[config.mk]
export PLATFORM = sky130hd
export DESIGN_NAME = y86_instr_packer
export DESIGN_NICKNAME = d
export VERILOG_FILES = /design/src/rtl/y86_instr_packer.sv
export SDC_FILE = /design/constraint.sdc
export NUM_CORES = 1
export LEC_CHECK = 0
export ABC_AREA = 0
export CORE_UTILIZATION = 53
export CTS_BUF_LIST = sky130_fd_sc_hd__clkbuf_4 sky130_fd_sc_hd__clkbuf_8
export DETAILED_ROUTE_END_ITERATION = 10
export PLACE_DENSITY = 0.88
export SLEW_MARGIN = 5
export SYNTH_ARGS = -nofsm -noshare
export SYNTH_HDL_FRONTEND = slang
export SYNTH_SLANG_ARGS = --single-unit
[constraint.sdc]
create_clock -name clock -period 6.1 [get_ports clock]
set_input_delay 1.22 -clock clock [delete_from_list [all_inputs] [get_ports clock]]
set_output_delay 1.22 -clock clock [all_outputs]
set_load 0.05 [all_outputs]
[src/rtl/y86_instr_packer.sv]
// Y86-64 instruction packer: turns one decoded instruction into its
// little-endian byte stream, one byte per cycle, each tagged with its address.
//
// state | meaning
// ------+--------------------------------------------------------------
// IDLE  | no instruction in flight; ready for a new one
// EMIT  | presenting byte idx of the latched instruction on out_*
module y86_instr_packer #(
    parameter int                ADDR_W     = 64,
    parameter logic [ADDR_W-1:0] RESET_ADDR = '0
) (
    input  logic              clock,
    input  logic              reset_n,
    input  logic              in_valid,
    output logic              in_ready,
    input  logic [3:0]        in_icode,
    input  logic [3:0]        in_ifun,
    input  logic [3:0]        in_rA,
    input  logic [3:0]        in_rB,
    input  logic [63:0]       in_valC,
    input  logic              in_addr_load,
    input  logic [ADDR_W-1:0] in_addr,
    output logic              out_valid,
    input  logic              out_ready,
    output logic [7:0]        out_byte,
    output logic [ADDR_W-1:0] out_addr,
    output logic              out_first,
    output logic              out_last,
    output logic              err_invalid,
    output logic [ADDR_W-1:0] next_addr
);

    typedef enum logic {IDLE, EMIT} state_t;

    state_t      state;
    logic [3:0]  icode_q;
    logic [3:0]  ifun_q;
    logic [3:0]  ra_q;
    logic [3:0]  rb_q;
    logic [63:0] valc_q;
    logic [3:0]  idx;

    // Encoded length in bytes; 0 marks an illegal icode (C..F).
    function automatic logic [3:0] instr_len(input logic [3:0] icode);
        logic [3:0] len;
        case (icode)
            4'h0, 4'h1, 4'h9:             len = 4'd1;
            4'h2, 4'h6, 4'hA, 4'hB:       len = 4'd2;
            4'h7, 4'h8:                   len = 4'd9;
            4'h3, 4'h4, 4'h5:             len = 4'd10;
            default:                      len = 4'd0;
        endcase
        return len;
    endfunction

    // Byte k of the encoding: opcode, optional register byte, then valC LSB-first.
    function automatic logic [7:0] byte_at(input logic [3:0]  icode,
                                           input logic [3:0]  ifun,
                                           input logic [3:0]  ra,
                                           input logic [3:0]  rb,
                                           input logic [63:0] valc,
                                           input logic [3:0]  k);
        logic        has_regs;
        logic [3:0]  valc_off;
        logic [3:0]  vi;
        logic [63:0] sh;
        logic [7:0]  b;
        has_regs = (icode == 4'h2) || (icode == 4'h3) || (icode == 4'h4) ||
                   (icode == 4'h5) || (icode == 4'h6) || (icode == 4'hA) ||
                   (icode == 4'hB);
        valc_off = has_regs ? 4'd2 : 4'd1;
        vi       = k - valc_off;
        sh       = valc >> {vi, 3'b000};
        if (k == 4'd0)
            b = {icode, ifun};
        else if (has_regs && (k == 4'd1))
            b = {ra, rb};
        else
            b = sh[7:0];
        return b;
    endfunction

    logic              accept;
    logic [3:0]        len_q;
    logic [3:0]        len_in;
    logic [3:0]        idx_nxt;
    logic [ADDR_W-1:0] start_base;

    assign out_valid  = (state == EMIT);
    // Ready in the final handshake so a following instruction needs no bubble.
    assign in_ready   = (state == IDLE) || (out_last && out_ready);
    assign accept     = in_valid && in_ready;
    assign len_q      = instr_len(icode_q);
    assign len_in     = instr_len(in_icode);
    assign idx_nxt    = idx + 4'd1;
    // next_addr is not yet updated during the final handshake, so chain from out_addr.
    assign start_base = (state == EMIT) ? out_addr + ADDR_W'(1) : next_addr;

    // FSM, byte index, registered outputs and running address.
    always_ff @(posedge clock or negedge reset_n) begin
        if (!reset_n) begin
            state       <= IDLE;
            icode_q     <= 4'h0;
            ifun_q      <= 4'h0;
            ra_q        <= 4'h0;
            rb_q        <= 4'h0;
            valc_q      <= 64'h0;
            idx         <= 4'd0;
            out_byte    <= 8'h00;
            out_addr    <= RESET_ADDR;
            out_first   <= 1'b0;
            out_last    <= 1'b0;
            err_invalid <= 1'b0;
            next_addr   <= RESET_ADDR;
        end else begin
            err_invalid <= 1'b0;

            if ((state == EMIT) && out_ready) begin
                if (out_last) begin
                    next_addr <= out_addr + ADDR_W'(1);
                    state     <= IDLE;
                    out_first <= 1'b0;
                    out_last  <= 1'b0;
                end else begin
                    idx       <= idx_nxt;
                    out_addr  <= out_addr + ADDR_W'(1);
                    out_byte  <= byte_at(icode_q, ifun_q, ra_q, rb_q, valc_q, idx_nxt);
                    out_first <= 1'b0;
                    out_last  <= (idx_nxt == len_q - 4'd1);
                end
            end

            if (accept) begin
                if (len_in != 4'd0) begin
                    icode_q   <= in_icode;
                    ifun_q    <= in_ifun;
                    ra_q      <= in_rA;
                    rb_q      <= in_rB;
                    valc_q    <= in_valC;
                    idx       <= 4'd0;
                    out_addr  <= in_addr_load ? in_addr : start_base;
                    out_byte  <= {in_icode, in_ifun};
                    out_first <= 1'b1;
                    out_last  <= (len_in == 4'd1);
                    state     <= EMIT;
                end else begin
                    err_invalid <= 1'b1;
                end
            end
        end
    end

endmodule
Yosys cells after proc, flatten, opt, wreduce, memory -nomap -nowiden
Memory sizes are Yosys's and may differ from the RTL's.
Cells that the tools add are included.
{ "classes": {"n_eq_ne": 10, "bitwise_logic": 1, "n_mux": 30, "reduce_logical": 15, "add_sub_neg": 4, "shift": 1} }
{ "ops": {"columns": ["operator", "n"], "rows": [
  ["$mux W64", 6],
  ["$add A64 B1 Y64 const B", 1],
  ["$shr A64 B7 Y8", 1],
  ["$mux W8", 6],
  ["$mux W4", 4],
  ["$mux W1", 13],
  ["$eq A4 B3 Y1 const B", 3],
  ["$eq A4 B1 Y1 const B", 2],
  ["$eq A4 B2 Y1 const B", 2],
  ["$eq A4 B4 Y1 const B", 2],
  ["$logic_or A1 B1 Y1", 7],
  ["$add A4 B1 Y4 const B", 1],
  ["$eq A4 B4 Y1", 1],
  ["$logic_and A1 B1 Y1", 4],
  ["$logic_not A4 Y1", 1],
  ["$reduce_and A2 Y1", 2],
  ["$reduce_bool A4 Y1", 1],
  ["$sub A4 B1 Y4 const B", 1],
  ["$sub A4 B2 Y4", 1],
  ["$mux W2", 1],
  ["$not A1 Y1", 1]
]} }
{ "totals": {"output_inout_bits": 141, "register_bits": 224, "n_memories": 2, "mem_bits_ro": 96} }
{ "mem_list": {"columns": ["memory", "depth", "word_bits", "rd", "rd_ports_with_merged_regs", "wr", "line", "rtl"], "rows": [
  ["(name not given)", 16, 3, 1, 0, 0, "46", "case (icode)"],
  ["(name not given)", 16, 3, 1, 0, 0, "46", null]
]} }

Longest topological paths before layout
{ "depth": {"word_depth": 16, "mapped_depth": 12} }

Worst setup path before layout
Ideal clock, no wire load.
{ "synth_timing": {"path_kind": "flip-flop to flip-flop", "from": "register icode_q[2]", "to": "register out_byte[5]", "path_slack_ns": 2.775, "path_buffers": 3, "path_stages_with_launch": 12, "period_less_slack_ns": 3.325, "arrival_time_ns": 3.188, "setup_ns": 0.138, "cell_sequence": "dfrtp_1 > clkbuf_1 > nor2_1 > a21oi_1 > inv_1 > ha_1 > clkbuf_1 > buf_1 > mux4_2 > mux2_2 > nand2_1 > a22oi_1"} }
{ "synth_between": {"elab_chain_cells": 16, "word_cells_on_any_way": 23, "cone_classes": "1 x add/sub; 7 x eq/ne; 1 x shift; 7 x mux; 7 x reduce/logical"} }
{ "synth_lines": {"columns": ["element", "line", "rtl"], "rows": [
  ["start: declaration", "36", "logic [3:0] icode_q;"],
  ["start signal: assignment", "135", "icode_q <= in_icode;"],
  ["$eq A4 B2 Y1", "68", "has_regs = (icode == 4'h2) || (icode == 4'h3) || (icode == 4'h4) ||"],
  ["$logic_or A1 B1 Y1 (3 in a row)", "68", null],
  ["$logic_or A1 B1 Y1 (2 in a row)", "69", "(icode == 4'h5) || (icode == 4'h6) || (icode == 4'hA) ||"],
  ["$logic_or A1 B1 Y1 (*)", "69", null],
  ["$mux W2", "71", "valc_off = has_regs ? 4'd2 : 4'd1;"],
  ["$sub A4 B2 Y4", "72", "vi = k - valc_off;"],
  ["$shr A64 B7 Y8", "73", "sh = valc >> {vi, 3'b000};"],
  ["$mux W8 (*)", "76", "else if (has_regs && (k == 4'd1))"],
  ["$mux W8 (*)", "74", "if (k == 4'd0)"],
  ["$mux W8 (*)", "119", "if (out_last) begin"],
  ["$mux W8 (*)", "118", "if ((state == EMIT) && out_ready) begin"],
  ["$mux W8", "134", "if (len_in != 4'd0) begin"],
  ["$mux W8 (*)", "133", "if (accept) begin"],
  ["end signal: assignment", "127", "out_byte <= byte_at(icode_q, ifun_q, ra_q, rb_q, valc_q, idx_nxt);"],
  ["end signal: assignment", "142", "out_byte <= {in_icode, in_ifun};"],
  ["end: declaration", "25", "output logic [7:0] out_byte,"]
]} }
Every way passes the cells marked *; elsewhere a longest branch is shown, timed or not.
A chain may end at the register's enable or synchronous reset.

Worst setup path after layout
{ "layout_timing": {"from": "input out_ready", "to": "output in_ready"} }
{ "layout_between": {"elab_chain_cells": 2} }
{ "layout_lines": {"columns": ["element", "line", "rtl"], "rows": [
  ["start: declaration", "24", "input logic out_ready,"],
  ["$logic_and A1 B1 Y1", "91", "assign in_ready = (state == IDLE) || (out_last && out_ready);"],
  ["$logic_or A1 B1 Y1", "91", null],
  ["end: declaration", "15", "output logic in_ready,"]
]} }
No other way between the ends.

==> flow_summary.json <==
{
  "power_mw": 9.87,
  "detail_route.vias_per_cell": 6.20,
  "area_growth_pct": 29.4,
  "drive_above_1_share_pct": 7.25,
  "grt-ovfl-total": 0,
  "crit_path_start": "out_ready",
  "path_delay_family": "buffers and inverters",
  "worstSetupStartpointType": "input port",
  "clock_latency_ps": 550,
  "yosysMostFrequentCell": "nand2_1",
  "cp_common_cell": "clkdlybuf4s50_1",
  "hp-start": "valc_q[47]",
  "vias": 12700,
  "ys_top_cells_by_area": "dfrtp_1, nand2_1, o21ai_0, xnor2_1, mux4_2",
  "firstDrtPassIters": 5,
  "ir_drop_mv": 0.374,
  "synth_nets": 1630,
  "cts_htree_levels": 2,
  "crit_slowest_cell": "clkdlybuf4s50_1",
  "max_cap_violations": 0,
  "syn_inst": 1474,
  "ys_seq_elements": 224,
  "worstPathRequired_ps": 4880,
  "busiest_layer": "met2",
  "synth_area_per_cell_um2": 8.58,
  "syn_area_um2": 12600,
  "die_x_um": 156,
  "die_y_um": 156,
  "hold_class": "reg -> reg",
  "yosysWarnings": 0,
  "dp_slack_ps": 2050,
  "ctsResizeCount": 0,
  "grt_max_degree": 124,
  "drc": 0,
  "hpwl_um": 28500,
  "initialDrtViolationCount": 1237,
  "clockBufferDepth": 3,
  "fmax_mhz": 247,
  "ant_nets": 0,
  "p_per_area_nw_per_um2": 603,
  "ys.flop_type": "dfrtp_1",
  "critPathKind": "in -> out",
  "period_needed_ps": 4050,
  "timing.final.ws_setup_ps": 2050,
  "yosysTopAreaCell": "dfrtp_1",
  "grt_first_pass_wirelength_um": 65400,
  "leakagePower_nw": 6.73,
  "cp_max_fo": 5,
  "min_period_over_period_pct": 66.3,
  "tightest_slew_ps": 1130,
  "gr-usage-met2_pct": 53.7,
  "yosysSeqAreaShare_pct": 44.3,
  "clk_pin_slew_ps": 60,
  "finalSetupTns_ps": 0,
  "holdBufCountCts": 0,
  "synthArstFlopShare_pct": 100,
  "rsz0062_at_grt": "no",
  "core_area_um2": 23400,
  "relSlewSlack_pct": 24.8,
  "cts.sinks": 224,
  "final_cells": 2044,
  "cp.arrival_ps": 2830,
  "end_kind": "primary output",
  "grt_pass1_vias": 12300,
  "place_congestion": 0.936,
  "slowest_delay_ps": 820,
  "nets": 1860,
  "antenna_found_initial": 1,
  "slew_violations": 0,
  "postCtsSetupBuffers": 0,
  "critPathBufInv": 2,
  "yosysUniqueCellTypes": 75,
  "cts_root_buf": "clkbuf_8",
  "status": "finished, final reports clean",
  "fin_skew_ps": 24.4,
  "synthTopCellsByCount": "nand2_1, dfrtp_1, o21ai_0",
  "use_met1_pct": 44.5,
  "hold_viol": 0,
  "cts_made_buffers": 37,
  "rr_startpoint": "icode_q[3]",
  "path_cells": "clkdlybuf4s50_1 -> a21bo_2 -> clkdlybuf4s50_1",
  "grt_usage_pct": 34.2,
  "num_rows": 56,
  "top_level_ports": 290,
  "wl_um": 41400,
  "dp.cells": 1984,
  "port_buffers": 289,
  "setup_viol": 0,
  "die_area_um2": 24500,
  "synth_top_area_share_pct": 44.3,
  "avgRoutedWirePerCell_um": 20.3,
  "initial_core_util_pct": 54.0,
  "grtUsageMet3_pct": 7.56,
  "synth_edf_count": 0,
  "cts_tree": "built"
}
[routing by layer]
| metal | routed length (um) | share of wire (%) | vias to the layer above |
|---|---|---|---|
| met5 | 0 | 0 | - |
| met2 | 19000 | 46 | 782 |
| met4 | 2140 | 5.2 | 0 |
| li1 | - | - | 5694 |
| met3 | 4070 | 9.8 | 172 |
| met1 | 16200 | 39 | 6027 |
[kinds of logic after synthesis]
kind of cell	synth area share [%]
AOI/OAI and AO/OA	17.3
xor gates and xnor gates	5.47
adders and majority gates	0.752
buffers and inverters	4.01
DFF	44.3
muxes	3.90
and+or+nand+nor	24.2
[through the flow]
step | utilization, % | hold slack [ps] | cell area (um2)
floorplan | - | 440 | 12600
global placement | 66.9 | 452 | 15600
CTS | 69.9 | 473 | 16400
detailed placement | 66.9 | 458 | 15600
finish | 69.9 | 472 | 16400
global route | 69.9 | 499 | 16400
[flip-flops by register name, summed over array words and instances (netlist names)]
name,count
err_invalid,1
ifun_q,4
out_addr,64
valc_q,64
out_valid,1
out_first,1
ra_q,4
out_byte,8
out_last,1
rb_q,4
next_addr,64
icode_q,4
idx,4
[cell type report]
| type | instances | area [um2] |
|---|---|---|
| diodes | 1 | 2.50 |
| clock buffers | 58 | 711 |
| clock inverters | 1 | 7.51 |
| fillers | 1797 | 7030 |
| inverters | 15 | 56.3 |
| multi-input cells | 1123 | 6580 |
| flip-flops and latches | 224 | 5610 |
| well taps | 319 | 399 |
| repair buffers | 303 | 3010 |
[worst min-delay path, cell delays in order (launching register included)]
cell and delay (ps):
dfrtp_1 340, nand2_1 50, nand2_1 50
[cells in the final DEF, fill, tap and decap left out, types with 9 or more instances in the layout]
cell	n
clkdlybuf4s50_1	287
o211ai_1	11
nor4_1	19
o311ai_0	11
buf_4	13
dfrtp_1	224
clkbuf_4	14
a22oi_1	33
clkbuf_8	44
inv_1	15
nand2_1	400
a221oi_1	11
nand4_1	25
and3_1	9
a31oi_1	10
nand3_1	44
mux2_2	10
nor2_1	79
xor2_1	33
a211oi_1	21
a21oi_1	37
a22o_1	19
mux4_2	16
o22ai_1	13
nor3_1	44
a21o_1	9
xnor2_1	46
o21ai_0	95
[report_power, final]
| group | leakage, nW | switching, mW | internal, mW | total, mW |
|---|---|---|---|---|
| sequential | 2.78 | 0.872 | 2.17 | 3.04 |
| clock | 0.381 | 0.606 | 0.731 | 1.34 |
| combinational | 3.57 | 3.44 | 2.05 | 5.49 |
| total | 6.73 | 4.92 | 4.95 | 9.87 |
[worst paths after layout]
check | slack (ps) | cells after the start | endpoint
max | 2050 | 3 | in_ready
min | 470 | 2 | valc_q[47]
max reg2reg | 2550 | 9 | out_byte[4]
min reg2reg | 470 | 2 | valc_q[47]
max in group asynchronous | 4040 | 2 | valc_q[3]
min in group asynchronous | 730 | 1 | next_addr[41]
Power figures use the tool's default switching activity.
